**config.mk**
```make
export PLATFORM = sky130hd
export DESIGN_NAME = uart_rx
export DESIGN_NICKNAME = d
export VERILOG_FILES = /design/src/rtl/uart_rx.sv
export SDC_FILE = /design/constraint.sdc
export NUM_CORES = 1
export LEC_CHECK = 0
export ABC_AREA = 0
export BUFFER_PORTS_ARGS = -buffer_cell sky130_fd_sc_hd__buf_2
export CAP_MARGIN = 20
export CORE_AREA = 3 3 61 63
export DETAILED_ROUTE_END_ITERATION = 8
export DIE_AREA = 0 0 64 66
export GPL_TIMING_DRIVEN = 0
export PLACE_DENSITY = 0.67
export SYNTH_ARGS = -nofsm -noshare
export SYNTH_HDL_FRONTEND = slang
export SYNTH_SLANG_ARGS = --single-unit
```
**constraint.sdc**
```tcl
create_clock -name CLK -period 4.3 [get_ports CLK]
set_input_delay 0.645 -clock CLK [delete_from_list [all_inputs] [get_ports CLK]]
set_output_delay 0.645 -clock CLK [all_outputs]
set_load 0.01 [all_outputs]
```
**src/rtl/uart_rx.sv**
```systemverilog
// uart_rx: oversampling UART receiver, the counterpart of the team's UART transmitter.
//
// Frame: start (0), `width` data bits LSB-first, optional parity, stop (1).
// Each bit lasts PRESCALE clocks. Three samples are taken around mid-bit (edges M-1, M, M+1,
// M = PRESCALE/2) and the bit value is their majority, decided at edge M+1.
//
// Parameters:
//   width     - data bits per frame
//   PRESCALE  - clocks per serial bit (even, >= 4)
//
// Ports:
//   CLK          - clock, rising edge
//   Reset        - synchronous active-high reset
//   Rx_in        - serial line, idles high, already synchronised
//   Parity_EN    - frame carries a parity bit (latched at start detection)
//   Parity_type  - 0 even / 1 odd parity (latched at start detection)
//   Data         - last correctly received byte
//   Data_valid   - one-cycle pulse when Data is updated
//   Parity_error - one-cycle pulse on received parity mismatch
//   Stop_error   - one-cycle pulse when the stop bit is sampled 0
module uart_rx #(
  parameter int unsigned width    = 8,
  parameter int unsigned PRESCALE = 8
) (
  input  logic             CLK,
  input  logic             Reset,
  input  logic             Rx_in,
  input  logic             Parity_EN,
  input  logic             Parity_type,
  output logic [width-1:0] Data,
  output logic             Data_valid,
  output logic             Parity_error,
  output logic             Stop_error
);

  // Counter widths and the fixed edge positions within a bit.
  localparam int unsigned EdgeW = (PRESCALE > 1) ? $clog2(PRESCALE) : 1;
  localparam int unsigned BitW  = (width > 1) ? $clog2(width) : 1;

  localparam logic [EdgeW-1:0] EdgeLo   = EdgeW'(PRESCALE / 2 - 1);
  localparam logic [EdgeW-1:0] EdgeMid  = EdgeW'(PRESCALE / 2);
  localparam logic [EdgeW-1:0] EdgeHi   = EdgeW'(PRESCALE / 2 + 1);
  localparam logic [EdgeW-1:0] EdgeLast = EdgeW'(PRESCALE - 1);
  localparam logic [EdgeW-1:0] EdgeOne  = EdgeW'(1);
  localparam logic [BitW-1:0]  BitLast  = BitW'(width - 1);

  typedef enum logic [2:0] {
    StIdle,
    StStart,
    StData,
    StParity,
    StStop
  } state_e;

  // Frame control state.
  state_e            state_q, state_d;
  logic [EdgeW-1:0]  edge_q, edge_d;
  logic [BitW-1:0]   bit_q, bit_d;

  // Early samples of the current bit: [0] at edge M-1, [1] at edge M.
  logic [1:0]        samp_q, samp_d;

  // Received data, assembled LSB-first.
  logic [width-1:0]  shift_q, shift_d;

  // Frame format captured at start detection, plus the parity mismatch flag.
  logic              par_en_q, par_en_d;
  logic              par_type_q, par_type_d;
  logic              mism_q, mism_d;

  // Registered outputs.
  logic [width-1:0]  data_q, data_d;
  logic              valid_q, valid_d;
  logic              perr_q, perr_d;
  logic              serr_q, serr_d;

  // Decision helpers.
  logic              maj;
  logic              edge_wrap;
  logic              decide;
  logic              par_exp;
  logic [width:0]    shift_ext;

  // The third sample is the live line value at edge M+1, so the vote is complete
  // in the same cycle the decision is taken.
  assign maj       = (samp_q[0] & samp_q[1]) | (samp_q[0] & Rx_in) | (samp_q[1] & Rx_in);
  assign edge_wrap = (edge_q == EdgeLast);
  assign decide    = (edge_q == EdgeHi);

  // Expected parity bit of the assembled data.
  assign par_exp   = (^shift_q) ^ par_type_q;

  // New bit enters at the MSB and moves down, so the first bit ends in bit 0.
  assign shift_ext = {maj, shift_q};

  always_comb begin
    state_d    = state_q;
    edge_d     = edge_q;
    bit_d      = bit_q;
    samp_d     = samp_q;
    shift_d    = shift_q;
    par_en_d   = par_en_q;
    par_type_d = par_type_q;
    mism_d     = mism_q;
    data_d     = data_q;
    valid_d    = 1'b0;
    perr_d     = 1'b0;
    serr_d     = 1'b0;

    // Bit timing and the two early samples run in every in-frame state.
    if (state_q != StIdle) begin
      edge_d = edge_wrap ? '0 : edge_q + 1'b1;
      if (edge_q == EdgeLo) begin
        samp_d[0] = Rx_in;
      end
      if (edge_q == EdgeMid) begin
        samp_d[1] = Rx_in;
      end
    end

    unique case (state_q)
      StIdle: begin
        // The detect cycle is edge 0 of the start bit.
        if (!Rx_in) begin
          state_d    = StStart;
          edge_d     = EdgeOne;
          bit_d      = '0;
          par_en_d   = Parity_EN;
          par_type_d = Parity_type;
          mism_d     = 1'b0;
        end
      end

      StStart: begin
        // For PRESCALE = 4 the decision edge is also the last edge; glitch wins.
        if (decide && maj) begin
          state_d = StIdle;
          edge_d  = '0;
        end else if (edge_wrap) begin
          state_d = StData;
          bit_d   = '0;
        end
      end

      StData: begin
        if (decide) begin
          shift_d = shift_ext[width:1];
        end
        if (edge_wrap) begin
          if (bit_q == BitLast) begin
            state_d = par_en_q ? StParity : StStop;
            bit_d   = '0;
          end else begin
            bit_d = bit_q + 1'b1;
          end
        end
      end

      StParity: begin
        if (decide) begin
          mism_d = (maj != par_exp);
        end
        if (edge_wrap) begin
          state_d = StStop;
        end
      end

      StStop: begin
        // Decide mid-stop-bit and return to idle at once so a following start
        // edge at the nominal frame boundary is not missed.
        if (decide) begin
          state_d = StIdle;
          edge_d  = '0;
          serr_d  = ~maj;
          perr_d  = mism_q;
          if (maj && !mism_q) begin
            data_d  = shift_q;
            valid_d = 1'b1;
          end
        end
      end

      default: begin
        state_d = StIdle;
        edge_d  = '0;
        bit_d   = '0;
      end
    endcase
  end

  always_ff @(posedge CLK) begin
    if (Reset) begin
      state_q    <= StIdle;
      edge_q     <= '0;
      bit_q      <= '0;
      samp_q     <= '0;
      shift_q    <= '0;
      par_en_q   <= 1'b0;
      par_type_q <= 1'b0;
      mism_q     <= 1'b0;
      data_q     <= '0;
      valid_q    <= 1'b0;
      perr_q     <= 1'b0;
      serr_q     <= 1'b0;
    end else begin
      state_q    <= state_d;
      edge_q     <= edge_d;
      bit_q      <= bit_d;
      samp_q     <= samp_d;
      shift_q    <= shift_d;
      par_en_q   <= par_en_d;
      par_type_q <= par_type_d;
      mism_q     <= mism_d;
      data_q     <= data_d;
      valid_q    <= valid_d;
      perr_q     <= perr_d;
      serr_q     <= serr_d;
    end
  end

  assign Data         = data_q;
  assign Data_valid   = valid_q;
  assign Parity_error = perr_q;
  assign Stop_error   = serr_q;

endmodule

```
* Word level (Yosys, flattened, before mapping)
Index checks and enable logic that the tools add are counted.
Cells by class: $add $sub $neg 2, equality and inequality tests 19, muxes and demuxes 25, bitwise gates (word level) 11, reduce and logical (&&, ||, !) cells 18
Operator list (count):
- $mux 3 | 18
- $pmux 3 s4 | 2
- $ne 2x2->1 const B | 8
- $eq 3x3->1 const B | 5
- $pmux 3 s5 | 1
- $eq 3x2->1 const B | 3
- $reduce_and 2->1 | 4
- $reduce_xor 8->1 | 1
- $add 3x1->3 const B | 2
- $reduce_and 3->1 | 2
- $reduce_and 6->1 | 1
- $not 1->1 | 5
- $reduce_and 5->1 | 1
- $reduce_or 2->1 | 2
- $and 1x1->1 | 3
- $eq 3x1->1 const B | 1
- $logic_not 3->1 | 1
- $mux 1 | 3
- $ne 3x3->1 const B | 1
- $reduce_bool 3->1 | 1
- $reduce_or 3->1 | 1
- $logic_and 1x1->1 | 2
- $or 1x1->1 | 2
- $pmux 1 s2 | 1
- other kinds (4) | 4
Storage, ports and cells: flip-flop bits (word level) 33, input port bits 5

* Depth between registers and ports, before layout
Gate-level depths: netlist of run 1.
depth in word-level cells 6, mapped depth 7, gate-level depth less buffers 6

* Worst setup path after synthesis of run 1
No wires, ideal clock.
path kind input-to-reg, from in Rx_in, to reg data_q[1], in the netlist Data[1], data arrival time 1.807 ns, data required time 4.172 ns, path slack 2.366 ns, stages on the path 6, buffers on the path 2, path through buf_6 > maj3_1 > or4b_1 > buf_4 > mux2i_1 > nor2_1
Between the ends: longest elaborated chain between the ends 5, elaborated cells between the ends (all ways) 6
RTL lines:
- start: declaration | RTL line 27 | input logic Rx_in,
- $and 1x1->1 | RTL line 86 | assign maj = (samp_q[0] & samp_q[1]) | (samp_q[0] & Rx_in) | (samp_q[1] & Rx_in);
- $or 1x1->1 | RTL line 86
- $or 1x1->1 (*) | RTL line 86
- $logic_and 1x1->1 (*) | RTL line 176 | if (maj && !mism_q) begin
- $reduce_and 3->1 (no line) (*)
- end signal: assignment | RTL line 214 | data_q <= data_d;
- end: declaration | RTL line 72 | logic [width-1:0] data_q, data_d;
Mark *: on every way between the ends. The rest lies on a longest branch, timed or not. A chain may end at the register's enable or synchronous reset.

* Worst setup path after layout of run 1
from reg edge_q[0], to reg bit_q[0]
Between the ends: longest elaborated chain between the ends 4, elaborated cells between the ends (all ways) 7
RTL lines:
- start: declaration | RTL line 57 | logic [EdgeW-1:0] edge_q, edge_d;
- start signal: assignment | RTL line 207 | edge_q <= edge_d;
- $eq 3x3->1 | RTL line 88 | assign decide = (edge_q == EdgeHi);
- $logic_and 1x1->1 | RTL line 136 | if (decide && maj) begin
- $ne 2x2->1 (no line)
- $reduce_and 5->1 (no line) (*)
- end signal: assignment | RTL line 208 | bit_q <= bit_d;
- end: declaration | RTL line 58 | logic [BitW-1:0] bit_q, bit_d;
Marked as above.

==> results of run 1 <==
## per-stage QoR
stage	util [%]	area (um2)
finish	54.6	1790
global route	54.6	1790
CTS	54.6	1790
detailed placement	52.0	1710
global placement	52.0	1710
floorplan	-	1590
## cells by family after synthesis
logic type | synth area share (%)
xor gates and xnor gates | 5.28
DFF | 41.6
AOI/OAI and AO/OA | 10.4
adders and majority gates | 6.15
muxes | 12.0
buffers and inverters | 4.65
and+or+nand+nor | 19.9
## placed cells by master (no fill, tap or decap), drive strengths merged, types with 2 or more instances in the layout
cell type  netlist  routed
a211oi           3       3
a21o             2       2
a21oi            6       6
a31oi            2       2
buf              5      18
clkbuf           5      12
dfxtp           33      33
ha               7       7
inv              6       6
mux2i           19      19
nand2            6       6
nand3            5       5
nand3b           4       4
nor2            27      27
nor2b            3       3
nor3             3       3
nor3b            3       3
o21ai            9       9
or3              4       4
or3b             2       2
xnor2            7       7
## worst max-delay path, delay by kind of cell, from the launching register on
kind / cells / cell delay (ps)
AO/OA/AOI/OAI: 1 / 100
adder cells (fa/ha/maj): 2 / 510
flip-flops: 1 / 390
AND/OR/NAND/NOR: 3 / 1000
## area by class of cell
type	count	area, um2	share of cell area (%)
Clock buffer	7	55.1	3.07
Sequential cell	33	661	36.8
Timing Repair Buffer	13	65.1	3.63
Buffer	10	51.3	2.86
Inverter	6	22.5	1.26
Clock inverter	1	30.0	1.67
Tap cell	46	57.6	3.21
Multi-Input combinational cell	124	852	47.5
## layer usage
layer | GRT usage (%) | wire length [um] | up-vias
met3 | 5.10 | 157 | 5
met2 | 26.8 | 1410 | 21
met4 | 8.36 | 44 | 0
li1 | - | - | 636
met1 | 21.0 | 1470 | 584
met5 | 0 | 0 | -
## registers in the layout, summed over array words and instances (netlist names)
register,flops
Parity_error,1
mism_q,1
par_en_q,1
samp_q,2
bit_q,3
edge_q,3
state_q,3
par_type_q,1
shift_q,8
Data,8
Data_valid,1
Stop_error,1
## power by group through the flow
| stage | Combinational, mW | Clock (mW) | Sequential, mW |
|---|---|---|---|
| final | 0.0349 | 0.243 | 0.313 |
| after global routing | 0.0404 | 0.262 | 0.314 |
| after CTS | 0.0354 | 0.247 | 0.313 |
| after detailed placement | 0.0351 | 0 | 0.320 |
| after global placement | 0.0343 | 0 | 0.320 |
| after floorplan | 0.0268 | 0 | 0.319 |
## how the worst max path moves through the flow
stage	endpoint	slack [ps]	cells after the start
2_1_floorplan	Data[1]$_SDFFE_PP0P_	2370	6
5_1_grt	bit_q[0]$_SDFFE_PP0P_	2090	6
4_1_cts	bit_q[0]$_SDFFE_PP0P_	2220	6
6_report	bit_q[0]$_SDFFE_PP0P_	2220	6
3_5_place_dp	Data[0]$_SDFFE_PP0P_	2180	6
3_3_place_gp	Data[7]$_SDFFE_PP0P_	2190	6
==> run summary, run 1 <==
• top post-synthesis cells by area: dfxtp_1 42%, mux2i_1 12%, nor2_1 6.4%
• dominant synthesized flop cell: dfxtp_1
• final critical-path required period: 2080 ps
• total vias in the final route: 1246
• Critical Path RT: 4560 ps
• RSZ-0062 raised after global routing: no
• total core area: 3280 um2
• P_int: 461 uW
• count of flip-flops with a built-in enable after synthesis: 0
• type of the most critical hold path: flop to flop
• Layout Area Growth over Synthesis: 13.1%
• final cell count without fillers: 240
• clk root buf: clkbuf_4
• combinational power share: 5.9%
• All-Layer GR Usage: 17.0%
• unique cell type count in the Yosys netlist: 37
• number of pins with negative max-slew slack in the final report: 0
• Synth top cells by count: 33 x dfxtp_1, 27 x nor2_1, 19 x mux2i_1
• Critical-path top delay cell: or3b_2
• NetSw: 129 uW
• TNS Setup: 0 ps
• fin worst setup slack: 2220 ps
• average wire per standard cell: 12.8 um
• clock tree from TritonCTS: done
• Fin. Hold Viols: 0
• number of port buffers: 13
• Synth area leader: dfxtp_1
• power after layout: 591 uW
• Clk network pwr share: 41.1%
• # fillers: 320
• number of clock sinks seen by CTS: 33
• global route total overflow: 0
• cts bufs inserted: 5
• post-route worst hold slack: 466 ps
• sequential fraction of design power: 53.0%
• routed wire length: 3080 um
• skew final: 6.21 ps
• Die H: 66 um
• terminus of the critical flop-to-flop path: bit_q[0]$_SDFFE_PP0P_
• Horiz. Die Dim: 64 um
• worst-path cell chain: ha_1, ha_1, nor2b_1, nor3b_1, or3b_2, o21ai_0
• pin count of the biggest net entering global routing: 11
• netlist area before placement: 1590 um2
• number of search-and-repair iterations in the first detailed-routing pass: 4
• post-placement worst setup slack: 2180 ps
• switching power share of the total: 21.9%
• crit path capture type: flop
• beginning of the critical path: edge_q[0]$_SDFF_PP0_
• number of cells on the worst reg-to-reg path: 6
• placed wire-length estimate: 2230 um
• Worst R2R Setup Slack: 2220 ps
• post-CTS repair timing setup buffer count: 0
• vias per inst: 5.19
• Final setup viols: 0
• final net count: 205
• Synthesized Nets: 185
• fraction of final layout cells sized beyond drive strength 1: 12.9%
• Max FO, Critical Path: 8
• headroom to the max-slew limit: 67.3%
• Maximum Capacitance Violations: 0
• cell count after placement: 232
• vias in the first global route: 1228
• final weighted congestion of routability-driven global placement: 0.879
• Residual DRC: 0
• leakage power: 0.838 nW
• initial antenna violation count: 0
• clock slew seen by the registers of the worst setup and hold paths: 100 ps
• critical path launch point type: flop
• outcome: complete, no violations
• overall die area: 4220 um2
• startpoint of the tightest hold check path: samp_q[0]$_SDFFE_PP0P_
• cell with the most instances on the worst path: ha_1
• floorplan row count: 21
• proportion of synthesized chip area in sequential cells: 41.6%
• quantity of gates resized following cts: 0
• period utilisation layout: 48.4%
• crit path DAT: 2340 ps
• synthesized area per cell: 9.17 um2
• worst-case clock buffer depth: 2
• Worst Hold Depth: 2
• 1st-iter DRT viols: 52
• share of async-settable or async-resettable flops after synthesis: 0%
• reg-to-reg startpoint: edge_q[0]$_SDFF_PP0_
• gate count of the mapped netlist: 173
• Setup CP Type: flop to flop
• number of top-level design ports: 16
• count of antenna-violating nets left after detailed routing: 0
• cell with the most instances after synthesis: dfxtp_1
• Worst Max-Slew Pin Slew: 490 ps
• total of flip-flops plus latches after synthesis: 33
• clock latency on the worst-skew pair: 340 ps
• count of inserted antenna diode cells: 0
• number of H-tree branching levels: 2
• first-pass GRT wire length: 5480 um
• top cell type's share of synthesized area: 41.6%
• total power density per cell area: 329 nW/um2
• sink of the worst hold path: samp_q[0]$_SDFFE_PP0P_
• Initial Utilization: 48.3%
• Worst path max stage delay: 470 ps
• synth warn: 0
• total of hold buffers inserted after clock tree synthesis: 0
• maximum ir drop on the vdd rail: 0.000209 V
• timing-limited maximum frequency: 481 MHz
Power figures use the tool's default switching activity.
==> inputs of run 2 (changes only) <==
==> config.mk (replaced) <==
export PLATFORM = sky130hd
export DESIGN_NAME = uart_rx
export DESIGN_NICKNAME = d
export VERILOG_FILES = /design/src/rtl/uart_rx.sv
export SDC_FILE = /design/constraint.sdc
export NUM_CORES = 1
export LEC_CHECK = 0
export ABC_AREA = 1
export BUFFER_PORTS_ARGS = -buffer_cell sky130_fd_sc_hd__buf_2
export CAP_MARGIN = 20
export CORE_AREA = 3 3 62 64
export DETAILED_ROUTE_END_ITERATION = 8
export DIE_AREA = 0 0 65 67
export GPL_TIMING_DRIVEN = 0
export PLACE_DENSITY = 0.7
export SYNTH_ARGS = -nofsm -noshare
export SYNTH_HDL_FRONTEND = slang
export SYNTH_SLANG_ARGS = --single-unit
==> constraint.sdc (replaced) <==
create_clock -name CLK -period 1.9 [get_ports CLK]
set_input_delay 0.285 -clock CLK [delete_from_list [all_inputs] [get_ports CLK]]
set_output_delay 0.285 -clock CLK [all_outputs]
set_load 0.01 [all_outputs]
==> run 2 against run 1 <==
  * First-iteration DRC count up 60%
  * Sequential cell count unchanged
  * Global-route usage down 0.31 points
  * Cell count up 26%
  * Final area up 2.0%
  * Clock-buffer cell count up 1
  * Total power rose to 3.4 times the previous value
  * Non-clock buffer count down 3
  * Combinational power rose to 23 times the previous value
  * Maximum frequency up 32%
  * Utilization up 0.19 points
  * Largest power group unchanged
  * Highest routed layer unchanged
  * Via count up 17%
==> run summary, run 2 <==
• outcome: complete, no violations, unchanged
• type of the most critical hold path: input pin to flop, was flop to flop
• number of pins with negative max-slew slack in the final report: 0, unchanged
• RSZ-0062 raised after global routing: no, unchanged
• highest routing layer actually used: met4, unchanged
• Critical Path RT: 2160 ps, was 4560 ps
• most common library cell in the layout ignoring fill and taps: nand2_1, was dfxtp_1
• global route total overflow: 0, unchanged
• All-Layer GR Usage: 16.7%, was 17.0%
• vias per inst: 4.79, was 5.19
• synth warn: 0, unchanged
• floorplan row count: 21, unchanged
• Setup CP Type: flop to flop, unchanged
• Layout Area Growth over Synthesis: 11.0%, was 13.1%
• Fin. Hold Viols: 0, unchanged
• crit path DAT: 1840 ps, was 2340 ps
• skew final: 4.59 ps, was 6.21 ps
• top post-synthesis cells by area: dfxtp_1 40%, nand2_1 13%, a21oi_1 7.6%, was dfxtp_1 42%, mux2i_1 12%, nor2_1 6.4%
• Residual DRC: 0, unchanged
• clk root buf: clkbuf_4, unchanged
• gate count of the mapped netlist: 234, was 173
• average wire per standard cell: 10.5 um, was 12.8 um
• final weighted congestion of routability-driven global placement: 0.881, was 0.879
• first-pass GRT wire length: 5530 um, was 5480 um
• number of search-and-repair iterations in the first detailed-routing pass: 5, was 4
• overall die area: 4360 um2, was 4220 um2
• Horiz. Die Dim: 65 um, was 64 um
• final net count: 268, was 205
• Synth top cells by count: 55 x nand2_1, 33 x dfxtp_1, 26 x inv_1, was 33 x dfxtp_1, 27 x nor2_1, 19 x mux2i_1
• total power density per cell area: 1100 nW/um2, was 329 nW/um2
• power after layout: 2.01 mW, was 591 uW
• post-CTS repair timing setup buffer count: 0, unchanged
• headroom to the max-slew limit: 65.4%, was 67.3%
• cts bufs inserted: 5, unchanged
• critical path launch point type: flop, unchanged
• commonest cells after routing, fill and taps aside: 55 x nand2_1, 33 x dfxtp_1, 26 x inv_1, was 33 x dfxtp_1, 27 x nor2_1, 19 x mux2i_1
• amount of wire on met3 after detailed routing: 128 um, was 157 um
• dominant synthesized flop cell: dfxtp_1, unchanged
• proportion of synthesized chip area in sequential cells: 40.1%, was 41.6%
• share of async-settable or async-resettable flops after synthesis: 0%, unchanged
• Die H: 67 um, was 66 um
• TNS Setup: 0 ps, unchanged
• number of clock sinks seen by CTS: 33, unchanged
• unique cell type count in the Yosys netlist: 26, was 37
• top cell type's share of synthesized area: 40.1%, was 41.6%
• 1st-iter DRT viols: 83, was 52
• total of flip-flops plus latches after synthesis: 33, unchanged
• timing-limited maximum frequency: 633 MHz, was 481 MHz
• final critical-path required period: 1580 ps, was 2080 ps
• clock latency on the worst-skew pair: 330 ps, was 340 ps
• share of the core filled with cells in the final layout: 54.8%, was 54.6%
• clock slew seen by the registers of the worst setup and hold paths: 100 ps, about the same
• clock tree from TritonCTS: done, unchanged
• post-placement worst setup slack: 338 ps, was 2180 ps
• initial antenna violation count: 0, unchanged
• Synth area leader: dfxtp_1, unchanged
• count of inserted antenna diode cells: 0, unchanged
• number of port buffers: 15, was 13
• fraction of final layout cells sized beyond drive strength 1: 14.8%, was 12.9%
• count of antenna-violating nets left after detailed routing: 0, unchanged
• Worst Max-Slew Pin Slew: 519 ps, was 490 ps
• quantity of gates resized following cts: 0, unchanged
• Maximum Capacitance Violations: 0, unchanged
• netlist area before placement: 1650 um2, was 1590 um2
• number of top-level design ports: 16, unchanged
• placed wire-length estimate: 2380 um, was 2230 um
• Synthesized Nets: 246, was 185
• crit path capture type: flop, unchanged
• Initial Utilization: 49.4%, was 48.3%
• leakage power: 0.864 nW, was 0.838 nW
• pin count of the biggest net entering global routing: 11, unchanged
• total core area: 3340 um2, was 3280 um2
• worst-case clock buffer depth: 2, unchanged
• Max FO, Critical Path: 10, was 8
• maximum ir drop on the vdd rail: 0.000648 V, was 0.000209 V
• vias in the first global route: 1239, was 1228
• number of H-tree branching levels: 2, unchanged
• fin worst setup slack: 319 ps, was 2220 ps
• count of flip-flops with a built-in enable after synthesis: 0, unchanged
• synthesized area per cell: 7.04 um2, was 9.17 um2
• total of hold buffers inserted after clock tree synthesis: 0, unchanged
• period utilisation layout: 83.2%, was 48.4%
• routed wire length: 3190 um, was 3080 um
• total vias in the final route: 1452, was 1246
• sum of routed wire segments on met1: 1750 um, was 1470 um
• Final setup viols: 0, unchanged
• cell with the most instances after synthesis: nand2_1, was dfxtp_1
• met2 routed wirelength: 1270 um, was 1410 um
==> run 2: cell types whose count changed in the layout (fill, tap and decap cells not counted), sizes merged, moves of 4 or more <==
cell,previous run,this run
nand3,5,13
mux2i,19,0
xnor2,7,0
a21oi,6,25
nand2,6,58
or3,4,0
inv,6,30
o21ai,9,30
==> run 2: cell type report <==
class,instances,area (um2)
buffer,5,30.0
timing repair buffer,15,75.1
fill,353,1510
sequential,33,661
multi-input combinational,166,845
clock buffer,8,48.8
inverter,30,113
tap,46,57.6
==> run 2: kinds of logic after synthesis <==
logic type,Yosys count,share of synthesized area [%]
flip-flops,33,40.1
AO/OA/AOI/OAI,59,18.7
AND/OR/NAND/NOR,100,27.3
adder cells (fa/ha/maj),7,5.31
buffers and inverters,35,8.66
==> run 2: layer usage <==
metal	global-route usage, %	vias up
li1	-	803
met1	23.1	619
met2	23.8	25
met3	5.56	5
met4	6.33	0
met5	0	-
==> run 2: worst paths after layout <==
| check | from | endpoint | slack, ps | depth (start not counted) |
|---|---|---|---|---|
| min | Parity_type | par_type_q$_SDFFE_PP0P_ | 230 | 3 |
| max reg2reg | edge_q[1]$_SDFF_PP0_ | Data[6]$_SDFFE_PP0P_ | 320 | 9 |
| max | edge_q[1]$_SDFF_PP0_ | Data[6]$_SDFFE_PP0P_ | 320 | 9 |
| min reg2reg | mism_q$_SDFFE_PP0P_ | Parity_error$_SDFF_PP0_ | 460 | 2 |
==> run 2: where the power goes <==
group | switching, mW | leakage (nW) | internal (mW)
Combinational | 0.521 | 0.570 | 0.266
Sequential | 0.0678 | 0.268 | 0.779
Clock | 0.227 | 0.0265 | 0.147
==> run 2: per-stage QoR <==
step	cell area [um2]	hold slack (ps)	instances
floorplan	1650	428	234
global placement	1780	445	295
detailed placement	1780	445	295
CTS	1830	229	303
global route	1830	214	303
finish	1830	230	303
==> run 2: worst max-delay path, stage by stage, from the launching register on <==
cell	delay (ps)
dfxtp_1	330
inv_1	110
ha_1	160
nand2_1	120
inv_1	140
nand4_1	170
inv_2	140
buf_6	150
o21ai_1	60
a21oi_1	140
==> inputs of run 3 (changes only) <==
==> config.mk (replaced) <==
export PLATFORM = sky130hd
export DESIGN_NAME = uart_rx
export DESIGN_NICKNAME = d
export VERILOG_FILES = /design/src/rtl/uart_rx.sv
export SDC_FILE = /design/constraint.sdc
export NUM_CORES = 1
export LEC_CHECK = 0
export ABC_AREA = 0
export BUFFER_PORTS_ARGS = -buffer_cell sky130_fd_sc_hd__buf_2
export CAP_MARGIN = 20
export CORE_AREA = 3 3 61 63
export DETAILED_ROUTE_END_ITERATION = 8
export DIE_AREA = 0 0 64 66
export GPL_TIMING_DRIVEN = 0
export PLACE_DENSITY = 0.67
export SYNTH_ARGS = -nofsm -noshare
export SYNTH_HDL_FRONTEND = slang
export SYNTH_SLANG_ARGS = --single-unit
==> constraint.sdc (replaced) <==
create_clock -name CLK -period 1.6 [get_ports CLK]
set_input_delay 0.24 -clock CLK [delete_from_list [all_inputs] [get_ports CLK]]
set_output_delay 0.24 -clock CLK [all_outputs]
set_load 0.01 [all_outputs]
==> run 3 against run 2 <==
  * Via count is 9.1% lower
  * Sequential power hardly changed
  * The run now ends with negative setup slack left
  * Utilization rose by 3.4 points
  * Final area increased by 4.4%
  * Non-clock buffer count grew 10
==> run summary, run 3 (synthesis results as in run 1) <==
• initial antenna violation count: 0, unchanged
• crit path capture type: flop, unchanged
• violations in the final reports: negative setup slack
• post-placement worst setup slack: -183 ps, was 338 ps
• critical path launch point type: flop, unchanged
• clk root buf: clkbuf_4, unchanged
• Fin. Hold Viols: 0, unchanged
• Critical Path RT: 1800 ps, was 2160 ps
• commonest cells after routing, fill and taps aside: 28 x dfxtp_1, 26 x nor2_1, 19 x mux2i_1, was 55 x nand2_1, 33 x dfxtp_1, 26 x inv_1
• total of hold buffers inserted after clock tree synthesis: 0, unchanged
• type of the most critical hold path: input pin to flop, unchanged
• TNS Setup: -1270 ps, was 0 ps
• fin worst setup slack: -158 ps, was 319 ps
• number of port buffers: 13, was 15
• worst-case clock buffer depth: 2, unchanged
• vias in the first global route: 1272, was 1239
• total core area: 3280 um2, was 3340 um2
• Max FO, Critical Path: 5, was 10
• global route total overflow: 0, unchanged
• count of antenna-violating nets left after detailed routing: 0, unchanged
• RSZ-0062 raised after global routing: yes, was no
• All-Layer GR Usage: 16.8%, was 16.7%
• most common library cell in the layout ignoring fill and taps: dfxtp_1, was nand2_1
• Maximum Capacitance Violations: 0, unchanged
• Horiz. Die Dim: 64 um, was 65 um
• number of top-level design ports: 16, unchanged
• final critical-path required period: 1760 ps, was 1580 ps
• number of pins with negative max-slew slack in the final report: 0, unchanged
• Layout Area Growth over Synthesis: 20.4%, was 11.0%
• timing-limited maximum frequency: 569 MHz, was 633 MHz
• fraction of final layout cells sized beyond drive strength 1: 25.4%, was 14.8%
• power after layout: 1.40 mW, was 2.01 mW
• routed wire length: 3380 um, was 3190 um
• worst-path cell chain: or3b_4, or4b_4, buf_4, mux2i_1, nor2_1, was inv_1, ha_1, nand2_1, inv_1, nand4_1, inv_2, buf_6, o21ai_1, a21oi_1
• Worst path max stage delay: 510 ps, was 330 ps
• Final setup viols: 11, was 0
• total power density per cell area: 733 nW/um2, was 1100 nW/um2
• number of search-and-repair iterations in the first detailed-routing pass: 4, was 5
• skew final: 9.75 ps, was 4.59 ps
• leakage power: 0.878 nW, was 0.864 nW
• average wire per standard cell: 13.7 um, was 10.5 um
• final weighted congestion of routability-driven global placement: 0.863, was 0.881
• maximum ir drop on the vdd rail: 0.000416 V, was 0.000648 V
• outcome: complete, but fails checks, was complete, no violations
• Die H: 66 um, was 67 um
• Worst Max-Slew Pin Slew: 490 ps, was 519 ps
• placed wire-length estimate: 2270 um, was 2380 um
• floorplan row count: 21, unchanged
• Setup CP Type: flop to flop, unchanged
• crit path DAT: 1960 ps, was 1840 ps
• number of H-tree branching levels: 2, unchanged
• cts bufs inserted: 5, unchanged
• count of inserted antenna diode cells: 0, unchanged
• clock slew seen by the registers of the worst setup and hold paths: 90 ps, was 100 ps
• number of clock sinks seen by CTS: 33, unchanged
• vias per inst: 5.34, was 4.79
• overall die area: 4220 um2, was 4360 um2
• clock latency on the worst-skew pair: 320 ps, was 330 ps
• headroom to the max-slew limit: 67.4%, was 65.4%
• Residual DRC: 0, unchanged
• 1st-iter DRT viols: 58, was 83
• clock tree from TritonCTS: done, unchanged
• Initial Utilization: 48.3%, was 49.4%
• post-route worst hold slack: 151 ps, was 230 ps
• Critical-path top delay cell: or4b_4, was dfxtp_1
• period utilisation layout: 110%, was 83.2%
• total vias in the final route: 1320, was 1452
• first-pass GRT wire length: 5550 um, was 5530 um
• final net count: 212, was 268
• pin count of the biggest net entering global routing: 11, unchanged
-- run 3: changes by cell type in the layout (fill, tap and decap cells not counted), moves of 5 or more --
cell	change
a21oi_1	-19
buf_4	+6
dfxtp_1	-5
inv_1	-21
mux2i_1	+19
nand2_1	-50
nand3_1	-8
nor2_1	+7
o21ai_0	-19
xnor2_1	+7
-- run 3: critical path, delay by kind of cell (launching register included) --
family,cells,cell delay (ps)
simple gates,3,950
flops,1,370
buf+inv,1,180
mux,1,140
-- run 3: path summary, 6_finish.rpt --
check                               start  cells after the start  slack [ps]                      to
hold / removal                  Parity_EN                      3         150   par_en_q$_SDFFE_PP0P_
setup / recovery  state_q[2]$_SDFFE_PP0P_                      5        -160    Data[2]$_SDFFE_PP0P_
hold reg to reg    samp_q[0]$_SDFFE_PP0P_                      2         480  samp_q[0]$_SDFFE_PP0P_
setup reg to reg  state_q[2]$_SDFFE_PP0P_                      5        -160    Data[2]$_SDFFE_PP0P_
-- run 3: cell type report --
class                   instances  area, um2
plain buffers                  10       65.1
clock inverters                 2       10.0
flip-flops and latches         33        674
repair buffers                 20        118
fillers                       296       1370
inverters                       6       22.5
well taps                      46       57.6
multi-input cells             124        922
clock buffers                   6       41.3
-- run 3: per-stage QoR --
stage / instance area (um2) / util, % / instances
3_5_place_dp: 1740 / 52.9 / 232
3_3_place_gp: 1740 / 52.9 / 232
4_1_cts: 1840 / 56.0 / 243
5_1_grt: 1910 / 58.2 / 247
2_1_floorplan: 1610 / - / 173
6_report: 1910 / 58.2 / 247
-- run 3: power by group --
part	switching [mW]	internal, mW
sequential	0.0144	0.830
combinational	0.0661	0.0449
clock	0.278	0.167
-- run 3: routing by layer --
| layer | up-vias | share of wire, % | global-route usage (%) |
|---|---|---|---|
| met1 | 628 | 46 | 20.6 |
| met4 | 0 | 1.7 | 5.66 |
| li1 | 659 | - | - |
| met5 | - | 0 | 0 |
| met3 | 7 | 3.3 | 4.59 |
| met2 | 26 | 49 | 28.1 |
-- run 3: repair_timing --
item                       4_1_cts  5_1_grt
setup endpoints to repair       20       24
setup buffers                    3        3
gates resized for setup         10       17
pin swaps                        0        3
gates cloned                     0        1
hold endpoints to repair         0        0
